==> src/rtl/imem_loader_if.sv <==
// Byte stream from the UART receiver plus the instruction-memory write port,
// bundled so the loader and its neighbours share one set of names.
interface imem_loader_if #(
    parameter int unsigned ADDR_WIDTH = 16,
    parameter int unsigned DATA_WIDTH = 32
);
    logic                  rx_valid;
    logic [7:0]            rx_data;
    logic                  imem_we;
    logic [ADDR_WIDTH-1:0] imem_addr;
    logic [DATA_WIDTH-1:0] imem_wdata;

    modport master (
        input  rx_valid,
        input  rx_data,
        output imem_we,
        output imem_addr,
        output imem_wdata
    );

    modport slave (
        output rx_valid,
        output rx_data,
        input  imem_we,
        input  imem_addr,
        input  imem_wdata
    );
endinterface

==> src/rtl/imem_loader.sv <==
// Boot loader: takes a length-prefixed little-endian word image from the UART,
// writes it into instruction memory and keeps the core stalled until it is complete.
module imem_loader #(
    parameter int unsigned ADDR_WIDTH     = 16,
    parameter int unsigned DATA_WIDTH     = 32,
    parameter int unsigned BASE_ADDR      = 0,
    parameter int unsigned MAX_WORDS      = 256,
    parameter int unsigned TIMEOUT_CYCLES = 50000000
) (
    input  logic          clk,
    input  logic          rst,
    input  logic          load_req,
    imem_loader_if.master bus,
    output logic          cpu_hold,
    output logic          busy,
    output logic          done,
    output logic          error,
    output logic [15:0]   words_loaded
);

    localparam int unsigned TW = (TIMEOUT_CYCLES > 1) ? $clog2(TIMEOUT_CYCLES) : 1;

    typedef enum logic [2:0] {IDLE, LEN_LO, LEN_HI, DATA, FLUSH, DONE, ERROR} state_t;

    state_t        state;
    logic [7:0]    count_lo;
    logic [15:0]   count;
    logic [1:0]    byte_idx;
    logic [23:0]   word_buf;
    logic [TW-1:0] idle_cnt;
    logic [15:0]   len_rx;
    logic          timed_out;

    assign len_rx    = {bus.rx_data, count_lo};
    assign timed_out = (TIMEOUT_CYCLES != 0) && !bus.rx_valid
                       && (idle_cnt == TW'(TIMEOUT_CYCLES - 1));

    always_ff @(posedge clk) begin
        if (rst) begin
            state          <= IDLE;
            count_lo       <= '0;
            count          <= '0;
            byte_idx       <= '0;
            word_buf       <= '0;
            idle_cnt       <= '0;
            bus.imem_we    <= 1'b0;
            bus.imem_addr  <= '0;
            bus.imem_wdata <= '0;
            cpu_hold       <= 1'b0;
            busy           <= 1'b0;
            done           <= 1'b0;
            error          <= 1'b0;
            words_loaded   <= '0;
        end else begin
            bus.imem_we <= 1'b0;
            case (state)
                IDLE, DONE, ERROR: begin
                    if (load_req) begin
                        state        <= LEN_LO;
                        done         <= 1'b0;
                        error        <= 1'b0;
                        words_loaded <= '0;
                        byte_idx     <= '0;
                        idle_cnt     <= '0;
                        cpu_hold     <= 1'b1;
                        busy         <= 1'b1;
                    end
                end
                LEN_LO, LEN_HI, DATA: begin
                    // A stalled stream leaves the core frozen; any partial word is dropped.
                    if (timed_out) begin
                        state <= ERROR;
                        error <= 1'b1;
                        busy  <= 1'b0;
                    end else if (!bus.rx_valid) begin
                        idle_cnt <= idle_cnt + TW'(1);
                    end else begin
                        idle_cnt <= '0;
                        if (state == LEN_LO) begin
                            count_lo <= bus.rx_data;
                            state    <= LEN_HI;
                        end else if (state == LEN_HI) begin
                            count <= len_rx;
                            if (len_rx == 16'd0) begin
                                state    <= DONE;
                                done     <= 1'b1;
                                busy     <= 1'b0;
                                cpu_hold <= 1'b0;
                            end else if (32'(len_rx) > MAX_WORDS) begin
                                state <= ERROR;
                                error <= 1'b1;
                                busy  <= 1'b0;
                            end else begin
                                state <= DATA;
                            end
                        end else begin
                            byte_idx <= byte_idx + 2'd1;
                            if (byte_idx == 2'd3) begin
                                bus.imem_we    <= 1'b1;
                                bus.imem_addr  <= ADDR_WIDTH'(BASE_ADDR)
                                                  + ADDR_WIDTH'({words_loaded, 2'b00});
                                bus.imem_wdata <= DATA_WIDTH'({bus.rx_data, word_buf});
                                words_loaded   <= words_loaded + 16'd1;
                                if (words_loaded + 16'd1 == count) begin
                                    state <= FLUSH;
                                end
                            end else begin
                                word_buf[{byte_idx, 3'b000} +: 8] <= bus.rx_data;
                            end
                        end
                    end
                end
                FLUSH: begin
                    state    <= DONE;
                    done     <= 1'b1;
                    busy     <= 1'b0;
                    cpu_hold <= 1'b0;
                end
                default: state <= IDLE;
            endcase
        end
    end

endmodule

==> src/flat_wrapper.sv <==
// flat-port wrapper written by rule: the top's interface ports become plain ports
module imem_loader_flat 
#(
    parameter int unsigned ADDR_WIDTH     = 16,
    parameter int unsigned DATA_WIDTH     = 32,
    parameter int unsigned BASE_ADDR      = 0,
    parameter int unsigned MAX_WORDS      = 256,
    parameter int unsigned TIMEOUT_CYCLES = 50000000
)
  (clk, rst, load_req, cpu_hold, busy, done, error, words_loaded, bus_rx_valid, bus_rx_data, bus_imem_we, bus_imem_addr, bus_imem_wdata);
  imem_loader_if #(.ADDR_WIDTH(ADDR_WIDTH), .DATA_WIDTH(DATA_WIDTH)) bus_i ();
  input  logic clk;
  input  logic rst;
  input  logic load_req;
  output logic cpu_hold;
  output logic busy;
  output logic done;
  output logic error;
  output logic [15:0] words_loaded;
  input wire logic [$bits(bus_i.rx_valid)-1:0] bus_rx_valid;
  input wire logic [$bits(bus_i.rx_data)-1:0] bus_rx_data;
  output wire logic [$bits(bus_i.imem_we)-1:0] bus_imem_we;
  output wire logic [$bits(bus_i.imem_addr)-1:0] bus_imem_addr;
  output wire logic [$bits(bus_i.imem_wdata)-1:0] bus_imem_wdata;
  assign bus_i.rx_valid = bus_rx_valid;
  assign bus_i.rx_data = bus_rx_data;
  assign bus_imem_we = bus_i.imem_we;
  assign bus_imem_addr = bus_i.imem_addr;
  assign bus_imem_wdata = bus_i.imem_wdata;
  imem_loader #(.ADDR_WIDTH(ADDR_WIDTH), .DATA_WIDTH(DATA_WIDTH), .BASE_ADDR(BASE_ADDR), .MAX_WORDS(MAX_WORDS), .TIMEOUT_CYCLES(TIMEOUT_CYCLES)) u_core (.clk(clk), .rst(rst), .load_req(load_req), .bus(bus_i), .cpu_hold(cpu_hold), .busy(busy), .done(done), .error(error), .words_loaded(words_loaded));
endmodule
==> config.mk <==
export PLATFORM = sky130hd
export DESIGN_NAME = imem_loader_flat
export DESIGN_NICKNAME = d
export VERILOG_FILES = /design/src/rtl/imem_loader_if.sv /design/src/rtl/imem_loader.sv /design/src/flat_wrapper.sv
export SDC_FILE = /design/constraint.sdc
export NUM_CORES = 1
export LEC_CHECK = 0
export BUFFER_PORTS_ARGS = -buffer_cell sky130_fd_sc_hd__buf_4
export CAP_MARGIN = 20
export CORE_MARGIN = 1.5
export CORE_UTILIZATION = 30
export DETAILED_ROUTE_END_ITERATION = 10
export PLACE_DENSITY = 0.45
export SETUP_SLACK_MARGIN = 0.2
export SLEW_MARGIN = 20
export SYNTH_ARGS = -nofsm -noshare
export SYNTH_HDL_FRONTEND = slang
export SYNTH_SLANG_ARGS = --single-unit
==> constraint.sdc <==
create_clock -name clk -period 4.3 [get_ports clk]
set_input_delay 0.86 -clock clk [delete_from_list [all_inputs] [get_ports clk]]
set_output_delay 0.86 -clock clk [all_outputs]
set_load 0.01 [all_outputs]
# After elaboration in Yosys (flattened, before gate mapping)
# Index checks and enable logic that the tools add are counted.
word_totals:
  in_bits: 12
  output_inout_bits: 69
  register_bits: 146
  elab_cells: 129
classes:
  mux: 57
  add_sub_neg: 4
  eq_ne: 25
  shift: 2
  bitwise: 6
  n_lt_le_gt_ge: 1
  reduce_logical: 20
ops:
  columns: ["operator", "n"]
  rows:
  - ["$mux W16", 6]
  - ["$mux W26", 3]
  - ["$pmux W26 S2", 1]
  - ["$pmux W16 S2", 1]
  - ["$mux W3", 9]
  - ["$add A26 B1 Y26 const B", 1]
  - ["$eq A26 B26 Y1 const B", 1]
  - ["$mux W1", 25]
  - ["$bwmux W24", 1]
  - ["$reduce_and A6 Y1", 4]
  - ["$shift A8 B7 Y24 const A", 1]
  - ["$shiftx A8 B7 Y24", 1]
  - ["$reduce_and A7 Y1", 3]
  - ["$add A16 B1 Y16 const B", 1]
  - ["$eq A16 B16 Y1", 1]
  - ["$gt A16 B9 Y1 const B", 1]
  - ["$logic_not A16 Y1", 1]
  - ["$mux W2", 5]
  - ["$ne A2 B2 Y1 const B", 5]
  - ["$ne A5 B1 Y1 const B", 2]
  - ["$eq A3 B3 Y1 const B", 3]
  - ["$ne A3 B2 Y1 const B", 3]
  - ["$pmux W1 S3", 3]
  - ["$pmux W3 S3", 1]
  - ["other kinds (21)", 32]

# Longest topological paths before layout
# Gate-level depths: netlist of run 1.
depth:
  depth_word: 9
  ltp_mapped: 10

# Worst setup path before layout of run 1
# OpenSTA, ideal clock, no wires.
synth_timing:
  path_kind: "in2reg"
  startpoint: "input port bus_rx_valid"
  endpoint: "register u_core.idle_cnt[21]"
  arrival_ns: 2.438
  setup_time_ns: 0.115
  path_slack_ns: 1.747
  path_stages: 9
  required_ns: 4.185
  path_cell_list: "buf_2 -> nor4b_2 -> nand3_1 -> or4_4 -> buf_6 -> a21oi_4 -> or4_1 -> xnor2_1 -> nor2_1"
synth_between:
  elab_chain_cells: 4
  word_cells_on_any_way: 7
  cone_classes: "eq/ne: 1; mux: 3; reduce/logical: 3"
synth_rtl:
  columns: ["item", "line", "text"]
  rows:
  - ["start: declaration", "flat_wrapper.sv:20", "input wire logic [$bits(bus_i.rx_valid)-1:0] bus_rx_valid;"]
  - ["$logic_not A1 Y1", null, null]
  - ["$logic_and A1 B1 Y1", "imem_loader.sv:36", "&& (idle_cnt == TW'(TIMEOUT_CYCLES - 1));"]
  - ["$ne A2 B2 Y1 (no line)", null, null]
  - ["$reduce_and A3 Y1 (no line)", null, null]
  - ["end signal: assignment", "imem_loader.sv:76", "idle_cnt <= idle_cnt + TW'(1);"]
  - ["end: declaration", "imem_loader.sv:30", "logic [TW-1:0] idle_cnt;"]
# Several ways; a longest one is shown, not always the timed one. The select of a mux whose other input is x is not followed.
# A chain may end at the register's enable or synchronous reset.

# Final worst setup path of run 1
layout_timing:
  startpoint: "register u_core.words_loaded[0]"
  endpoint: "register u_core.state[1]"
layout_between:
  elab_chain_cells: 4
layout_rtl:
  columns: ["item", "line", "text"]
  rows:
  - ["start: declaration", "imem_loader.sv:18", "output logic [15:0] words_loaded"]
  - ["start signal: assignment", "imem_loader.sv:103", "words_loaded <= words_loaded + 16'd1;"]
  - ["$add A16 B1 Y16", "imem_loader.sv:104", "if (words_loaded + 16'd1 == count) begin"]
  - ["$eq A16 B16 Y1", "imem_loader.sv:104", null]
  - ["$ne A5 B1 Y1 (no line)", null, null]
  - ["$reduce_and A4 Y1 (no line)", null, null]
  - ["end signal: assignment", "imem_loader.sv:105", "state <= FLUSH;"]
  - ["end signal: assignment", "imem_loader.sv:114", "state <= DONE;"]
  - ["end signal: assignment", "imem_loader.sv:119", "default: state <= IDLE;"]
  - ["end: declaration", "imem_loader.sv:25", "state_t state;"]
# Every way passes these cells.

==> results.ini, run 1 <==
[job]
maxCapViolCount=0

[floorplanning]
num_io_pins=81
rows=55
start_util_pct=30.4
dieHeight_um=154
die_area_um2=23800
die_w_um=154
core_um2=22600

[timing]
clock-skew-final_ps=11.7
worst_slack_ps=1560
finalSetupViolations=0
period_share_pct=63.7
max_slew_margin_pct=36.6
tightestPinTransition_ps=948
slew_violations=0
min_period_ps=2740
clock.fmax_mhz=365
timing.final.hold_violations=0
rsz0062_at_grt=false
tns_ps=0

[clock_tree]
cts_tree=done
clk_path_buf_depth=2
post_cts_buffers=0
cts.clk_slew.worst_paths_ps=70
cts_max_level=4
cts_hold_buffers=0
cts.sinks=146
insertion_delay_ps=430
cts.repair.resized=0
numCtsBuffers=17
cts-root-buf=clkbuf_16

[routing]
wl_per_cell_um=16.3
routed_wirelength_um=19400
drc=0
vias=6044
dr.pass1.iters=5
ant_nets=0
drtIter0Drc=375
via_per_inst=5.06

[critical_path]
rrSetupSlack_ps=1560
critical_path_class=flop to flop
critPathBufInv=0
path_max_fanout=9
path_cells=ha_1 > and4_1 > o211ai_1 > a32o_1 > a2111oi_0 > nand4_1 > nand4_1 > a311oi_1
crit_path_end=u_core.state[1]
r2r_end=u_core.state[1]
crit_family=compound AO/OA/AOI/OAI gates
required_ps=4600
cp-start-kind=flop
slowest_delay_ps=510
critPathSlowestCell=dfxtp_1
ff2ff_path_depth=8
regToRegStartpoint=u_core.words_loaded[0]
startpoint=u_core.words_loaded[0]
cpMostUsedCell=nand4_1
arrival_ps=3040
cp-end-kind=flop
cp_num_cells=8

[yosys]
synthTopCellsByCount=nand2_1, dfxtp_1, a21oi_1, nor2_1, nand3_1
syn_area_um2=6860
synth_top_area_share_pct=42.6
synth.most_common_cell=nand2_1
synth-seq-cells=146
yosys-mux-area-fraction_pct=2.79
yosys_most_used_dff=dfxtp_1
synth-simple-area-share_pct=28.7
async_flop_share_pct=0
netlist_instances=851
synth_fa_ha_area_share_pct=1.28
synth_compound_area_share_pct=15.5
synth_edf_count=0
synth_top_family_by_area=simple AND/OR/NAND/NOR gates
synth_xor_area_share_pct=4.47
yosysWarnings=0
yosysUniqueCellTypes=68
synth_seq_area_share_pct=42.6
synth_area_leader_cell=dfxtp_1
avgSynthCellArea_um2=8.06
synth_area_leaders=dfxtp_1, nand2_1, a21oi_1

[power]
switchingPower_w=0.00132
power_switching_share_pct=34.6
ir_worst_vdd_uv=280
power.internal_w=0.00249
combinationalPowerShare_pct=22.8
cellLeakagePower_nw=2.98
power_density_nw_per_um2=466
power.sequential.fraction_pct=39.9
p_clk_share_pct=37.3

[final_layout]
diodes=0
layout-drive-gt1-share_pct=15.8
num-fill-cells=2398
post-route-util_pct=36.1
area_delta_synth_final_pct=18.8
finalNetCount=915
design_area_um2=8150

[global_routing]
grt_pass1_wl_um=31900
grt_pass1_vias=5676
antenna_found_initial=0
grt_start_max_net_pins=71
grt_usage_pct=16.9
overflow=0

[outcome]
status=completed

[placed_design]
place_congestion=0.795
portBuffers=78
dp_hpwl_um=12900
dpl_cell_area_um2=7590
dp_slack_ps=1430

[min_path]
hp-class=flop to flop

-- stage by stage --
step                      hold WS [ps]  total power, W  cells
after global routing               467         0.00402   1194
after CTS                          455         0.00385   1194
after floorplan                    432         0.00214    852
after detailed placement           444         0.00241   1162
final                              453         0.00380   1194
after global placement             440         0.00242   1162
-- tightest hold or removal path, cell delays in order (launching register included) --
cell and delay [ps]:
dfxtp_1 310, nand2_1 50, a21oi_1 50
-- per-layer routing --
layer	part of all wire, %	track usage, %	up-vias
met2	45	25.7	116
met4	1.2	5.64	0
met1	51	24.3	2852
met3	3.0	2.80	14
li1	-	-	3062
met5	0	0	-
-- cells by family after synthesis --
kind of cell / count (synthesis)
fa+ha+maj: 7
simple gates: 396
flops: 146
compound gates: 180
xor+xnor: 35
mux: 19
other cells: 1
buf+inv: 67
-- area by class of cell --
class | count | area, um2 | area share [%]
Multi-Input combinational cell | 639 | 3630 | 44.5
Sequential cell | 146 | 2920 | 35.9
Timing Repair Buffer | 87 | 666 | 8.17
Clock buffer | 19 | 443 | 5.44
Tap cell | 285 | 357 | 4.38
Clock inverter | 13 | 114 | 1.40
Inverter | 5 | 18.8 | 0.230
-- power groups by stage --
stage               clock (W)  sequential (W)  combinational (W)
detailed placement          0         0.00154           0.000869
CTS                   0.00146         0.00151           0.000871
global route          0.00152         0.00153           0.000970
finish                0.00142         0.00152           0.000867
global placement            0         0.00154           0.000877
floorplan                   0         0.00148           0.000655
-- registers in the layout (all words and copies together) (netlist names), 2 cells and up --
signal / flops
u_core.bus.imem_wdata: 32
u_core.words_loaded: 16
u_core.count: 16
u_core.idle_cnt: 26
u_core.state: 3
u_core.bus.imem_addr: 14
u_core.word_buf: 24
u_core.byte_idx: 2
u_core.count_lo: 8
-- worst min-delay path by stage --
| stage | from | cells past startpoint | endpoint | slack, ps |
|---|---|---|---|---|
| 6_report | u_core.word_buf[22] | 2 | u_core.word_buf[22] | 450 |
| 5_1_grt | u_core.bus.imem_addr[13] | 2 | u_core.bus.imem_addr[13] | 470 |
| 4_1_cts | u_core.word_buf[21] | 2 | u_core.word_buf[21] | 450 |
| 3_5_place_dp | u_core.word_buf[21] | 2 | u_core.word_buf[21] | 440 |
| 3_3_place_gp | u_core.word_buf[13] | 2 | u_core.word_buf[13] | 440 |
| 2_1_floorplan | u_core.word_buf[0] | 2 | u_core.bus.imem_wdata[0] | 430 |
-- layout by cell type (no fill, tap or decap), types with 3 or more instances in the layout --
cell / synthesis / final
nand2_1: 171 / 170
dfxtp_1: 146 / 146
a21oi_1: 115 / 115
buf_4: 7 / 86
nor2_1: 67 / 67
nand3_1: 45 / 45
o21ai_0: 23 / 23
nand4_1: 20 / 20
xor2_1: 20 / 20
mux2i_1: 18 / 18
clkbuf_16: 0 / 17
xnor2_1: 15 / 15
nor3_1: 14 / 14
a311oi_1: 8 / 8
nor2b_1: 7 / 7
and4_1: 7 / 7
and2_1: 8 / 7
nor3b_1: 7 / 7
nor4_1: 7 / 7
or3_1: 7 / 7
ha_1: 7 / 7
nand2b_1: 6 / 6
inv_1: 5 / 5
a211oi_1: 5 / 5
inv_6: 0 / 5
and3_1: 4 / 4
a31oi_1: 4 / 4
nand2_2: 2 / 3
nor4_4: 3 / 3
nand3b_1: 3 / 3
a41oi_1: 3 / 3
clkinvlp_4: 0 / 3
inv_8: 0 / 3
(Power assumes the default switching activity.)
==> run 2: changes to the inputs <==
PLACE_DENSITY = 0.46   (was 0.45)
clock period = 2.5 ns   (was 4.3 ns; I/O delays follow)
==> run 2 against run 1 <==
  * Cell area rose by 5.6%
  * Critical path depth did not move
  * Clock skew rose by 6.0 ps
  * Non-clock buffer count rose by 51
  * Core utilization rose by 2.0 points
  * Sequential cell count did not move
  * Total power rose by 76%
  * Combinational power rose by 100%
  * Clock power rose by 70%
  * Global-route usage fell by 0.17 points
  * Clock-buffer cell count fell by 1
  * Critical path type unchanged
  * Largest power group unchanged
==> results.ini, run 2 (synthesized netlist as in run 1, its figures left out) <==
[final_layout]
finalNetCount=966
largestRegisters=u_core.bus.imem_wdata: 32 flops, u_core.idle_cnt: 26 flops, u_core.word_buf: 24 flops
regMostFlops=u_core.bus.imem_wdata
largest_reg_flops=32
post-route-util_pct=38.1
layout-drive-gt1-share_pct=21.7
area_delta_synth_final_pct=25.4
diodes=0
final_common_cell=nand2_1
final_cell_mix=nand2_1, dfxtp_1, buf_4
finalNonFillerCells=1245

[min_path]
min_from=bus_rx_data[7]
hp-class=input pin to flop

[clock_tree]
cts_max_level=4
cts-root-buf=clkbuf_16
clk_path_buf_depth=2
cts_hold_buffers=0
cts.clk_slew.worst_paths_ps=70
cts_tree=done
cts.sinks=146
numCtsBuffers=17
insertion_delay_ps=430

[critical_path]
cp-end-kind=flop
rrSetupSlack_ps=260
critPathSlowestCell=or4b_2
ff2ff_path_depth=8
slowest_delay_ps=660
path_cells=buf_4 > nand3_4 > or4b_2 > a31oi_2 > o32a_1 > nand4_1 > nand4_1 > a311oi_1
critical_path_class=flop to flop
r2r_end=u_core.state[1]
startpoint=u_core.words_loaded[0]
cpMostUsedCell=nand4_1
arrival_ps=2530
regToRegStartpoint=u_core.words_loaded[0]
crit_path_end=u_core.state[1]
cp-start-kind=flop
path_max_fanout=10
required_ps=2790

[power]
power.sequential.fraction_pct=38.2
power_density_nw_per_um2=779
power_switching_share_pct=34.1
cellLeakagePower_nw=3.28
ir_worst_vdd_uv=354
combinationalPowerShare_pct=25.8
switchingPower_w=0.00229
power.internal_w=0.00442
p_clk_share_pct=36.0

[routing]
routed_wirelength_um=19400
dr.pass1.iters=5
wl_met1_um=9800
wl_per_cell_um=15.5
met3_length_um=633
vias=6167
ant_nets=0
drtIter0Drc=262
dr.max_layer_used=met4
drc=0
via_per_inst=4.95
met2_length_um=8720

[job]
maxCapViolCount=0

[floorplanning]
dieHeight_um=154
die_area_um2=23800
rows=55
num_io_pins=81
start_util_pct=30.4
core_um2=22600
die_w_um=154

[timing]
finalSetupViolations=0
period_share_pct=89.7
tns_ps=0
min_period_ps=2240
timing.final.hold_violations=0
clock.fmax_mhz=446
timing.hold.ws_ps=387
rsz0062_at_grt=true
worst_slack_ps=257
clock-skew-final_ps=17.7
max_slew_margin_pct=61.7
tightestPinTransition_ps=573
slew_violations=0

[global_routing]
overflow=0
grt_usage_pct=16.8
grt_start_max_net_pins=52
grt_pass1_vias=5854
antenna_found_initial=0
grt_pass1_wl_um=31700

[placed_design]
place_inst=1207
place_congestion=0.802
dp_hpwl_um=13400
dp_slack_ps=35.9
portBuffers=78

[outcome]
status=completed

[run 2: cell types whose count changed in the layout (fill, tap and decap cells not counted), sizes merged]
cell      delta
buf         +51
clkbuf       -1
clkinv       +1
clkinvlp     -1
inv          +1
[run 2: metal layers]
| metal | GRT usage (%) | up-vias |
|---|---|---|
| li1 | - | 3165 |
| met1 | 23.5 | 2889 |
| met2 | 26.0 | 103 |
| met3 | 3.03 | 10 |
| met4 | 5.69 | 0 |
| met5 | 0 | - |
[run 2: worst max-delay path, delay by kind of cell, from the launching register on]
kind	cells	cell delay, ps
compound gates	3	450
simple gates	4	1130
buf+inv	1	150
flops	1	360
[run 2: power groups by stage]
stage | clock network [W] | logic, W | registers, W
finish | 0.00241 | 0.00173 | 0.00256
global route | 0.00259 | 0.00192 | 0.00258
CTS | 0.00249 | 0.00169 | 0.00255
detailed placement | 0 | 0.00167 | 0.00261
global placement | 0 | 0.00169 | 0.00261
floorplan | 0 | 0.00113 | 0.00255
[run 2: per-stage QoR]
stage               cell area (um2)  total power (W)
floorplan                      6870          0.00368
global placement               7940          0.00430
detailed placement             7940          0.00427
CTS                            8500          0.00674
global route                   8600          0.00709
finish                         8600          0.00670
[run 2: worst min-delay path by stage]
stage,endpoint,slack (ps),depth (start not counted)
floorplan,u_core.bus.imem_wdata[0],430,2
global placement,u_core.word_buf[13],440,2
detailed placement,u_core.word_buf[6],450,2
CTS,u_core.bus.imem_wdata[31],370,3
global route,u_core.bus.imem_wdata[31],380,3
finish,u_core.bus.imem_wdata[31],390,3
[run 2: what timing repair did]
item	in CTS	in global routing
setup endpoints to repair	22	23
endpoints found under the hold margin	0	0
gates resized for setup	2	16
pin swaps	0	10
gates cloned	0	0
setup buffers	0	6
[run 2: final cells by class]
cell class,instances,area [um2]
fillers,2391,14000
multi-input cells,639,3690
flip-flops and latches,146,2930
repair buffers,138,1060
clock buffers,18,429
well taps,285,357
clock inverters,14,116
inverters,5,18.8
